File: config.mk
export PLATFORM = sky130hd
export DESIGN_NAME = param_sync_fifo_flat
export DESIGN_NICKNAME = d
export VERILOG_FILES = /design/src/rtl/param_sync_fifo_if.sv /design/src/rtl/param_sync_fifo.sv /design/src/flat_wrapper.sv
export SDC_FILE = /design/constraint.sdc
export NUM_CORES = 1
export LEC_CHECK = 0
export ABC_AREA = 1
export BUFFER_PORTS_ARGS = -buffer_cell sky130_fd_sc_hd__buf_2
export CORE_MARGIN = 1.5
export CORE_UTILIZATION = 30
export DETAILED_ROUTE_END_ITERATION = 12
export PLACE_DENSITY_LB_ADDON = 0.08
export SYNTH_ARGS = -nofsm -noshare
export SYNTH_HDL_FRONTEND = slang
export SYNTH_SLANG_ARGS = --single-unit
File: constraint.sdc
create_clock -name clk -period 3.75 [get_ports clk]
set_clock_uncertainty 0.1 [all_clocks]
set_input_delay 1.125 -clock clk [delete_from_list [all_inputs] [get_ports clk]]
set_output_delay 1.125 -clock clk [all_outputs]
set_load 0.05 [all_outputs]
File: src/rtl/param_sync_fifo_if.sv
// Producer/consumer bundle for param_sync_fifo: write and read ports, level
// programming, status flags and the sticky error flags with their clear.
interface param_sync_fifo_if #(
  parameter int DATA_W = 8,
  parameter int ADDR_W = 4
);
  logic              flush;
  logic              wr_en;
  logic [DATA_W-1:0] wr_data;
  logic              rd_en;
  logic [DATA_W-1:0] rd_data;
  logic              rd_valid;
  logic [ADDR_W:0]   afull_lvl;
  logic [ADDR_W:0]   aempty_lvl;
  logic [ADDR_W:0]   count;
  logic              full;
  logic              empty;
  logic              almost_full;
  logic              almost_empty;
  logic              overflow;
  logic              underflow;
  logic              clr_err;

  modport master (
    output flush, wr_en, wr_data, rd_en, afull_lvl, aempty_lvl, clr_err,
    input  rd_data, rd_valid, count, full, empty, almost_full, almost_empty,
           overflow, underflow
  );

  modport slave (
    input  flush, wr_en, wr_data, rd_en, afull_lvl, aempty_lvl, clr_err,
    output rd_data, rd_valid, count, full, empty, almost_full, almost_empty,
           overflow, underflow
  );
endinterface

File: src/rtl/param_sync_fifo.sv
// Single-clock FIFO with DEPTH = 2^ADDR_W entries, registered read port,
// programmable almost-full/almost-empty levels, synchronous flush and sticky errors.
module param_sync_fifo #(
  parameter int DATA_W = 8,
  parameter int ADDR_W = 4
) (
  input  logic                 clk,
  input  logic                 rst_n,
  param_sync_fifo_if.slave     bus
);
  localparam int DEPTH = 1 << ADDR_W;
  localparam int PTR_W = ADDR_W + 1;

  logic [DATA_W-1:0] mem [DEPTH];

  logic [PTR_W-1:0]  wptr_q, wptr_d;
  logic [PTR_W-1:0]  rptr_q, rptr_d;
  logic [DATA_W-1:0] rd_data_q, rd_data_d;
  logic              rd_valid_q, rd_valid_d;
  logic              overflow_q, overflow_d;
  logic              underflow_q, underflow_d;

  logic [PTR_W-1:0]  count;
  logic              full;
  logic              empty;
  logic              wr_acc;
  logic              rd_acc;

  // Extra pointer MSB distinguishes full from empty when the low bits match.
  always_comb begin
    count  = wptr_q - rptr_q;
    empty  = (wptr_q == rptr_q);
    full   = (wptr_q[ADDR_W] != rptr_q[ADDR_W]) &&
             (wptr_q[ADDR_W-1:0] == rptr_q[ADDR_W-1:0]);
    wr_acc = bus.wr_en & ~full & ~bus.flush;
    rd_acc = bus.rd_en & ~empty & ~bus.flush;
  end

  always_comb begin
    wptr_d      = wptr_q;
    rptr_d      = rptr_q;
    rd_data_d   = rd_data_q;
    rd_valid_d  = 1'b0;
    overflow_d  = overflow_q;
    underflow_d = underflow_q;
    if (bus.flush) begin
      wptr_d      = '0;
      rptr_d      = '0;
      overflow_d  = 1'b0;
      underflow_d = 1'b0;
    end else begin
      if (wr_acc) wptr_d = wptr_q + PTR_W'(1);
      if (rd_acc) begin
        rptr_d     = rptr_q + PTR_W'(1);
        rd_data_d  = mem[rptr_q[ADDR_W-1:0]];
        rd_valid_d = 1'b1;
      end
      // A new error in the same cycle as clr_err keeps the flag set.
      if (bus.wr_en && full)       overflow_d = 1'b1;
      else if (bus.clr_err)        overflow_d = 1'b0;
      if (bus.rd_en && empty)      underflow_d = 1'b1;
      else if (bus.clr_err)        underflow_d = 1'b0;
    end
  end

  always_ff @(posedge clk or negedge rst_n) begin
    if (!rst_n) begin
      wptr_q      <= '0;
      rptr_q      <= '0;
      rd_data_q   <= '0;
      rd_valid_q  <= 1'b0;
      overflow_q  <= 1'b0;
      underflow_q <= 1'b0;
    end else begin
      wptr_q      <= wptr_d;
      rptr_q      <= rptr_d;
      rd_data_q   <= rd_data_d;
      rd_valid_q  <= rd_valid_d;
      overflow_q  <= overflow_d;
      underflow_q <= underflow_d;
    end
  end

  // Storage is deliberately left out of reset; stale words are unreachable.
  always_ff @(posedge clk) begin
    if (wr_acc) mem[wptr_q[ADDR_W-1:0]] <= bus.wr_data;
  end

  assign bus.count        = count;
  assign bus.full         = full;
  assign bus.empty        = empty;
  assign bus.almost_full  = (count >= bus.afull_lvl);
  assign bus.almost_empty = (count <= bus.aempty_lvl);
  assign bus.rd_data      = rd_data_q;
  assign bus.rd_valid     = rd_valid_q;
  assign bus.overflow     = overflow_q;
  assign bus.underflow    = underflow_q;
endmodule

File: src/flat_wrapper.sv
// flat-port wrapper written by rule: the top's interface ports become plain ports
module param_sync_fifo_flat 
#(
  parameter int DATA_W = 8,
  parameter int ADDR_W = 4
)
  (clk, rst_n, bus_flush, bus_wr_en, bus_wr_data, bus_rd_en, bus_afull_lvl, bus_aempty_lvl, bus_clr_err, bus_rd_data, bus_rd_valid, bus_count, bus_full, bus_empty, bus_almost_full, bus_almost_empty, bus_overflow, bus_underflow);
  param_sync_fifo_if #(.DATA_W(DATA_W), .ADDR_W(ADDR_W)) bus_i ();
  input  logic clk;
  input  logic rst_n;
  input wire logic [$bits(bus_i.flush)-1:0] bus_flush;
  input wire logic [$bits(bus_i.wr_en)-1:0] bus_wr_en;
  input wire logic [$bits(bus_i.wr_data)-1:0] bus_wr_data;
  input wire logic [$bits(bus_i.rd_en)-1:0] bus_rd_en;
  input wire logic [$bits(bus_i.afull_lvl)-1:0] bus_afull_lvl;
  input wire logic [$bits(bus_i.aempty_lvl)-1:0] bus_aempty_lvl;
  input wire logic [$bits(bus_i.clr_err)-1:0] bus_clr_err;
  output wire logic [$bits(bus_i.rd_data)-1:0] bus_rd_data;
  output wire logic [$bits(bus_i.rd_valid)-1:0] bus_rd_valid;
  output wire logic [$bits(bus_i.count)-1:0] bus_count;
  output wire logic [$bits(bus_i.full)-1:0] bus_full;
  output wire logic [$bits(bus_i.empty)-1:0] bus_empty;
  output wire logic [$bits(bus_i.almost_full)-1:0] bus_almost_full;
  output wire logic [$bits(bus_i.almost_empty)-1:0] bus_almost_empty;
  output wire logic [$bits(bus_i.overflow)-1:0] bus_overflow;
  output wire logic [$bits(bus_i.underflow)-1:0] bus_underflow;
  assign bus_i.flush = bus_flush;
  assign bus_i.wr_en = bus_wr_en;
  assign bus_i.wr_data = bus_wr_data;
  assign bus_i.rd_en = bus_rd_en;
  assign bus_i.afull_lvl = bus_afull_lvl;
  assign bus_i.aempty_lvl = bus_aempty_lvl;
  assign bus_i.clr_err = bus_clr_err;
  assign bus_rd_data = bus_i.rd_data;
  assign bus_rd_valid = bus_i.rd_valid;
  assign bus_count = bus_i.count;
  assign bus_full = bus_i.full;
  assign bus_empty = bus_i.empty;
  assign bus_almost_full = bus_i.almost_full;
  assign bus_almost_empty = bus_i.almost_empty;
  assign bus_overflow = bus_i.overflow;
  assign bus_underflow = bus_i.underflow;
  param_sync_fifo #(.DATA_W(DATA_W), .ADDR_W(ADDR_W)) u_core (.clk(clk), .rst_n(rst_n), .bus(bus_i));
endmodule
---- After elaboration in Yosys (flattened, before gate mapping) ----
Memories as Yosys holds them, arrays and structs flattened. A register that Yosys moved wholly into a read port is not among the register bits.
Cells that the tools add are included.
storage, ports and cells
  register bits ........................... 13
  bits in latches ......................... 0
  memory bits (writable) .................. 128
  bits in read-only memories .............. 0
  input bits .............................. 24
  word-level logic and storage cells ...... 43
  memories ................................ 1
cells by class
  add/subtract/negate cells ............... 3
  multipliers ............................. 0
  div/mod/pow operators ................... 0
  $lt $le $gt $ge ......................... 2
  equality and inequality tests ........... 3
  shifts and indexed selects .............. 0
  multiplexer cells ....................... 13
  bitwise logic cells ..................... 7
  reductions and logical operators ........ 9
memory list
  name        depth  bits a word  rd ports  clocked after memory_dff  write ports  RTL line               RTL
  u_core.mem  16     8            1         1                         1            param_sync_fifo.sv:14  logic [DATA_W-1:0] mem [DEPTH];
operators with widths
  operator                                      number
  2-to-1 mux 5 bit                              4
  adder 5 x 1 -> 5 bit (second input constant)  2
  2-to-1 mux 1 bit                              9
  nonzero test 3 bit                            2
  equality test 5 bit                           1
  >= comparator 5 bit                           1
  <= comparator 5 bit                           1
  subtractor 5 bit                              1
  bitwise AND 1 bit                             4
  equality test 4 bit                           1
  nonzero test 2 bit                            2
  logical AND 1 bit                             3
  inverter 1 bit                                3
  AND reduction 2 bit                           1
  logical NOT 1 bit                             1
  inequality test 1 bit                         1

---- Logic depth before layout (Yosys ltp) ----
Gate-level depths: netlist (run 1).
  depth in word-level cells ............... 7
  depth in mapped cells ................... 12

---- Worst setup path before layout (run 1) ----
OpenSTA, ideal clock, no wires.
  kind .................................... register to output
  start ................................... register u_core.wptr_q[0]
  end ..................................... output port bus_almost_full
  data arrival time ....................... 4322 ps
  required time ........................... 2525 ps
  slack ................................... -1797 ps
  stages on the path, launching flop included .. 11
  path buffers ............................ 0
  cells stage by stage .................... dfrtp_1 inv_1 ha_1 inv_1 fa_1 nand3_1 nand2_1 xor2_1 ha_1 nand2_1 o311ai_0
on the way
  longest elaborated chain between the ends .. 2
ends and longest elaborated chain
  item                    RTL line               RTL
  from (decl)             param_sync_fifo.sv:16  logic [PTR_W-1:0] wptr_q, wptr_d;
  from (signal assigned)  param_sync_fifo.sv:75  wptr_q <= wptr_d;
  subtractor 5 bit        param_sync_fifo.sv:31  count = wptr_q - rptr_q;
  net bus_count[4]        flat_wrapper.sv:20     output wire logic [$bits(bus_i.count)-1:0] bus_count;
  >= comparator 5 bit     param_sync_fifo.sv:92  assign bus.almost_full = (count >= bus.afull_lvl);
  to (decl)               flat_wrapper.sv:23     output wire logic [$bits(bus_i.almost_full)-1:0] bus_almost_full;
The timed path passes the listed nets, and every way through them passes these cells.

---- Final worst setup path (run 1) ----
  start ................................... register u_core.wptr_q[0]
  end ..................................... output port bus_almost_full
on the way
  longest elaborated chain between the ends .. 2
ends and longest elaborated chain
  item                 RTL line
  subtractor 5 bit     param_sync_fifo.sv:31
  >= comparator 5 bit  param_sync_fifo.sv:92
Every way passes these cells.

==> run_results.csv, run 1 <==
group,metric,value,unit
sta,drv_slew,0,
routing,vias_per_cell,4.60,
power_and_ir_drop,powerDensity,566,mW/mm^2
yosys,synth_edf_count,128,
final_layout,num-fill-cells,2221,
clocking,cts_max_level,4,
grt,met3_usage,0.0337,
critical_path,crit_path_end_kind,"output pin",
yosys,netlist_top_cells_count,"nand2_1, edfxtp_1, inv_1",
yosys,synth.top_cell.area_share,0.554,
sta,layout_setup_ws,-0.0947,ns
die,core_area,0.0226,sq mm
die,rows,55,
critical_path,path_cells,"inv_2 -> ha_4 -> inv_2 -> fa_2 -> buf_6 -> xor2_4 -> ha_4 -> nand2_1 -> o311ai_4 -> buf_6",
grt,grt_usage,0.160,
sta,fin_crit,3.84,ns
hold_path,min-delay-path-class,"reg -> reg",
final_layout,ff_latch_area,0.00437,sq mm
routing,drtPass1Iterations,5,
grt,grtUsageMet2,0.267,
critical_path,worst-path-max-fanout,3,
critical_path,start_kind,"flip-flop",
critical_path,slowest_stage,"dfrtp_1",
routing,drt_iter0_markers,257,
sta,hold_viol_final,0,
clocking,clk_latency,0.42,ns
yosys,ys_seq_area_frac,0.630,
final_layout,diodes,0,
clocking,cts_max_path_buffers,2,
final_layout,finish.utilization,0.375,
die,design.portCount,44,
critical_path,setup.worst_path.class,"reg -> out",
die,initial_utilization,0.307,
run,drv_cap,0,
clocking,numCtsBuffers,17,
grt,grt_max_degree,58,
critical_path,cp.required,2.52,ns
routing,routed_wl,18.2,mm
clocking,cts_tree,"built",
sta,finalSetupViolCount,2,
critical_path,critPathArrivalTime,2.62,ns
grt,globalRouteOverflowTotal,0,
die,die_area,0.0241,sq mm
clocking,hold_buffers,0,
final_layout,stdcell_area,0.00849,sq mm
routing,drcViolationCount,0,
yosys,synth_area_per_cell,9.91,sq um
yosys,syn_area,0.00694,sq mm
yosys,yosysTopAreaCell,"edfxtp_1",
place,post_dp_cell_area,0.00768,sq mm
routing,wire_per_inst,16.7,um
die,die_x,155,um
sta,relSlewSlack,0.264,
place,post-place-ws,0.0914,ns
place,dp_hpwl,11.6,mm
status,violations,"setup timing",
routing,route.vias.total,4989,
final_layout,num-nets-final,831,
yosys,synthCells,700,
yosys,synth_most_common_cell,"nand2_1",
yosys,synth.area.top_cells,"edfxtp_1, nand2_1, dfrtp_1, nand3_1, inv_1",
final_layout,drive_above_1_share,0.198,
place,portBuffers,43,
sta,timing.fmax,0.260,GHz
yosys,async_flop_share,0.141,
sta,rsz0062_at_grt,"true",
final_layout,multiInputGateArea,0.00219,sq mm
clocking,cts_root_buf,"clkbuf_16",
sta,fin_crit_sh,1.03,
sta,tightest_slew,1.10,ns
grt,grtUsageMet1,0.207,
final_layout,area_growth,22.4,%
power_and_ir_drop,ir_drop,0.000260,V
power_and_ir_drop,finalPower,4810,uW
place,globalplace.congestion,0.758,
clocking,cts.sinks,149,
routing,antenna_left,0,
grt,grt_pass1_vias,4891,
grt,grt_pass1_wl,28.2,mm
yosys,synth_ff_type,"edfxtp_1",
clocking,clk_pin_slew,0.06,ns
grt,grt.busiest_layer,"met2",
power_and_ir_drop,p_leak,0.00375,uW
critical_path,cp_slowest_stage_delay,0.40,ns
yosys,ys_ff_latch,149,
sta,tns,-0.174,ns
status,status,"complete, but fails checks",
yosys,ys_warn_count,0,
die,die_y,155,um
yosys,syn-num-nets,744,
yosys,synth_cell_types,32,
grt,antenna_found_initial,0,
placed cells by master (no fill, tap or decap), types with 2 or more instances in the layout:
cell type / instances
ha_1: 14
buf_4: 47
nand2_1: 226
nand2_2: 6
nor2_4: 2
nor2_2: 2
clkinv_4: 2
buf_6: 4
clkbuf_16: 17
dfrtp_2: 2
a21oi_1: 3
inv_2: 5
nor3_1: 6
buf_2: 41
xor2_4: 3
clkinv_1: 11
o21ai_0: 8
ha_4: 5
nand2_4: 3
a21oi_2: 3
clkinvlp_4: 3
inv_6: 4
dfrtp_1: 19
xor2_1: 3
inv_1: 104
nand3_1: 96
nand4_1: 2
edfxtp_1: 128
nor2_1: 16
worst max-delay path: cells and delay by family (launching register included):
family	cells	cell delay, ns
compound gates	1	0.27
flops	1	0.40
fa+ha+maj	3	0.79
buf+inv	4	0.47
simple gates	1	0.08
xor+xnor	1	0.19
sequential cells by signal (all words and copies together), names as in the netlist:
register              count
u_core.bus.rd_data        8
u_core.bus.underflow      1
u_core.mem              128
u_core.bus.rd_valid       1
u_core.rptr_q             5
u_core.wptr_q             5
u_core.bus.overflow       1
repair_timing:
| action | 4_1_cts | 5_1_grt |
|---|---|---|
| pin swaps | 9 | 9 |
| endpoints found under the setup margin | 2 | 18 |
| setup buffers | 19 | 3 |
| resized for setup | 18 | 8 |
cell type report:
type | instances | share of cell area
Sequential cell | 149 | 0.515
Multi-Input combinational cell | 410 | 0.258
Timing Repair Buffer | 92 | 0.0710
Inverter | 117 | 0.0517
Clock buffer | 18 | 0.0505
Tap cell | 285 | 0.0420
Clock inverter | 14 | 0.0121
through the flow:
stage | instances | hold slack [ns]
floorplan | 700 | 0.473
global placement | 1031 | 0.360
detailed placement | 1031 | 0.365
CTS | 1082 | 0.383
global route | 1085 | 0.395
finish | 1085 | 0.372
where the power goes:
group / total [uW] / leakage [uW] / switching, uW / internal, uW
logic: 1360 / 0.00207 / 945 / 419
clock network: 1550 / 0.000252 / 702 / 852
registers: 1890 / 0.00143 / 31.0 / 1860
total: 4810 / 0.00375 / 1680 / 3130
worst paths after layout:
check                                             end  cells past startpoint             startpoint  slack [ns]
worst min-delay path            u_core.bus.rd_data[4]                      2  u_core.bus.rd_data[4]        0.37
max in group asynchronous            u_core.rptr_q[0]                      1                  rst_n        2.61
worst max register to register      u_core.mem[10][1]                     23       u_core.wptr_q[0]        0.11
min in group asynchronous            u_core.wptr_q[4]                      1                  rst_n        0.57
worst max-delay path                  bus_almost_full                     10       u_core.wptr_q[0]       -0.09
worst min register to register  u_core.bus.rd_data[4]                      2  u_core.bus.rd_data[4]        0.37
routing by layer:
layer,share of wire,up-vias
met5,0,-
met4,0.017,0
met3,0.041,21
met2,0.48,115
met1,0.47,2415
li1,-,2438
kinds of logic (layout without fill, tap and decap cells):
logic type	count (synthesis)	after routing	synth area share
simple gates	361	361	0.220
flops	149	149	0.630
buf+inv	141	241	0.0855
compound gates	22	22	0.0186
fa+ha+maj	20	20	0.0371
xor+xnor	7	7	0.00883
Note: power is estimated with default switching activity, not from simulation.
==> run 2, diff against run 1 <==
--- a/config.mk
+++ b/config.mk
@@ -9,6 +9,7 @@
 export BUFFER_PORTS_ARGS = -buffer_cell sky130_fd_sc_hd__buf_2
 export CORE_MARGIN = 1.5
 export CORE_UTILIZATION = 30
+export CTS_BUF_LIST = sky130_fd_sc_hd__clkbuf_16
 export DETAILED_ROUTE_END_ITERATION = 12
 export PLACE_DENSITY_LB_ADDON = 0.08
 export SYNTH_ARGS = -nofsm -noshare
==> run_results.csv, run 2 (synthesis gave the netlist of run 1 again) <==
group,metric,value,unit
routing,drcViolationCount,0,
status,status,"complete, but fails checks",
clocking,cts.sinks,149,
clocking,cts_max_path_buffers,2,
sta,relSlewSlack,0.264,
final_layout,final_common_cell,"nand2_1",
clocking,cts_root_buf,"clkbuf_16",
grt,grt_max_degree,58,
run,drv_cap,0,
place,post_dp_cell_area,0.00768,sq mm
grt,globalRouteOverflowTotal,0,
critical_path,critPathArrivalTime,2.62,ns
power_and_ir_drop,pwr-share-clk,0.323,
routing,drt_iter0_markers,257,
power_and_ir_drop,finalPower,4810,uW
final_layout,diodes,0,
final_layout,stdcell_area,0.00849,sq mm
clocking,clk_latency,0.42,ns
final_layout,layout_common_cells,"nand2_1, edfxtp_1, inv_1",
place,globalplace.congestion,0.758,
clocking,clk_pin_slew,0.06,ns
critical_path,start_kind,"flip-flop",
sta,drv_slew,0,
critical_path,slowest_stage,"dfrtp_1",
critical_path,setup.worst_path.class,"reg -> out",
critical_path,worst-path-max-fanout,3,
sta,rsz0062_at_grt,"true",
clocking,cts_tree,"built",
clocking,cts_max_level,4,
critical_path,cp.required,2.52,ns
critical_path,cp_slowest_stage_delay,0.40,ns
die,core_area,0.0226,sq mm
routing,route.vias.total,4991,
power_and_ir_drop,p_int,3130,uW
critical_path,path_cells,"inv_2 -> ha_4 -> inv_2 -> fa_2 -> buf_6 -> xor2_4 -> ha_4 -> nand2_1 -> o311ai_4 -> buf_6",
final_layout,num-fill-cells,2221,
sta,fin_crit_sh,1.03,
sta,tightest_slew,1.10,ns
critical_path,crit_path_end_kind,"output pin",
die,design.portCount,44,
place,portBuffers,43,
critical_path,critical_path.top_delay_family,"adder cells",
power_and_ir_drop,pwr-share-seq,0.394,
power_and_ir_drop,p_sw_frac,0.349,
final_layout,finish.utilization,0.375,
sta,finalSetupViolCount,2,
place,dp_hpwl,11.6,mm
die,initial_utilization,0.307,
final_layout,drive_above_1_share,0.198,
die,die_area,0.0241,sq mm
sta,hold_viol_final,0,
die,die_y,155,um
power_and_ir_drop,switchingPower,1680,uW
routing,wire_per_inst,16.7,um
routing,routed_wl,18.2,mm
grt,antenna_found_initial,0,
power_and_ir_drop,pwr-share-comb,0.284,
final_layout,area_growth,22.4,%
die,rows,55,
die,die_x,155,um
status,violations,"setup timing",
sta,timing.fmax,0.260,GHz
routing,vias_per_cell,4.60,
final_layout,num-nets-final,831,
sta,fin_crit,3.84,ns
critical_path,cp.buffers_inverters,4,
sta,layout_setup_ws,-0.0947,ns
grt,grt_usage,0.160,
routing,drtPass1Iterations,5,
hold_path,min-delay-path-class,"reg -> reg",
routing,antenna_left,0,
power_and_ir_drop,powerDensity,566,mW/mm^2
clocking,hold_buffers,0,
final_layout,largest_register_ffs,128,
sta,tns,-0.174,ns
power_and_ir_drop,ir_drop,0.000260,V
clocking,numCtsBuffers,17,
grt,grt_pass1_vias,4891,
power_and_ir_drop,p_leak,0.00376,uW
place,post-place-ws,0.0914,ns
grt,grt_pass1_wl,28.2,mm
==> run 2: changes by cell type in the layout (fill, tap and decap cells not counted) <==
cell,change
inv_1,+1
clkbuf_1,-1
==> run 2: worst register-to-register path: cells and delay by family, from the launching register on <==
kind	cells	cell delay [ns]
fa+ha+maj	1	0.19
buf+inv	20	2.45
flops	1	0.37
simple gates	2	0.27
==> run 2: path summary, 6_finish.rpt <==
kind | from | end | slack [ns] | depth (start not counted)
min in group asynchronous | rst_n | u_core.wptr_q[4] | 0.57 | 1
setup / recovery | u_core.wptr_q[0] | bus_almost_full | -0.09 | 10
hold reg to reg | u_core.bus.rd_data[4] | u_core.bus.rd_data[4] | 0.37 | 2
hold / removal | u_core.bus.rd_data[4] | u_core.bus.rd_data[4] | 0.37 | 2
max in group asynchronous | rst_n | u_core.rptr_q[0] | 2.61 | 1
setup reg to reg | u_core.wptr_q[0] | u_core.mem[10][1] | 0.11 | 23
==> run 2: layout make-up <==
| class | count | area [sq um] | area share |
|---|---|---|---|
| flip-flops and latches | 149 | 4370 | 0.515 |
| multi-input cells | 410 | 2190 | 0.258 |
| repair buffers | 92 | 603 | 0.0710 |
| inverters | 117 | 439 | 0.0517 |
| clock buffers | 17 | 425 | 0.0501 |
| well taps | 285 | 357 | 0.0420 |
| clock inverters | 15 | 106 | 0.0125 |
==> run 2: through the flow <==
| stage | std cells | hold slack (ns) |
|---|---|---|
| floorplan | 700 | 0.473 |
| global placement | 1031 | 0.360 |
| detailed placement | 1031 | 0.365 |
| CTS | 1082 | 0.383 |
| global route | 1085 | 0.395 |
| finish | 1085 | 0.372 |
==> run 2: timing repair <==
item	CTS	global route
endpoints found under the setup margin	2	18
resized for setup	18	8
hold endpoints to repair	0	0
pin swaps	9	9
cloned	0	0
buffers inserted	19	3
==> run 2: per-layer routing <==
metal	GRT usage	vias to the layer above	wire length (um)	share of wire
li1	-	2438	-	-
met4	0.0485	0	312	0.017
met3	0.0337	21	734	0.040
met2	0.267	112	8640	0.48
met5	0	-	0	0
met1	0.207	2420	8480	0.47
==> run 2: power by group through the flow <==
stage / clock [uW] / sequential (uW) / combinational (uW)
3_3_place_gp: 0 / 1920 / 1230
3_5_place_dp: 0 / 1930 / 1250
4_1_cts: 1590 / 1890 / 1350
2_1_floorplan: 0 / 2080 / 768
6_report: 1550 / 1890 / 1360
5_1_grt: 1660 / 1900 / 1490
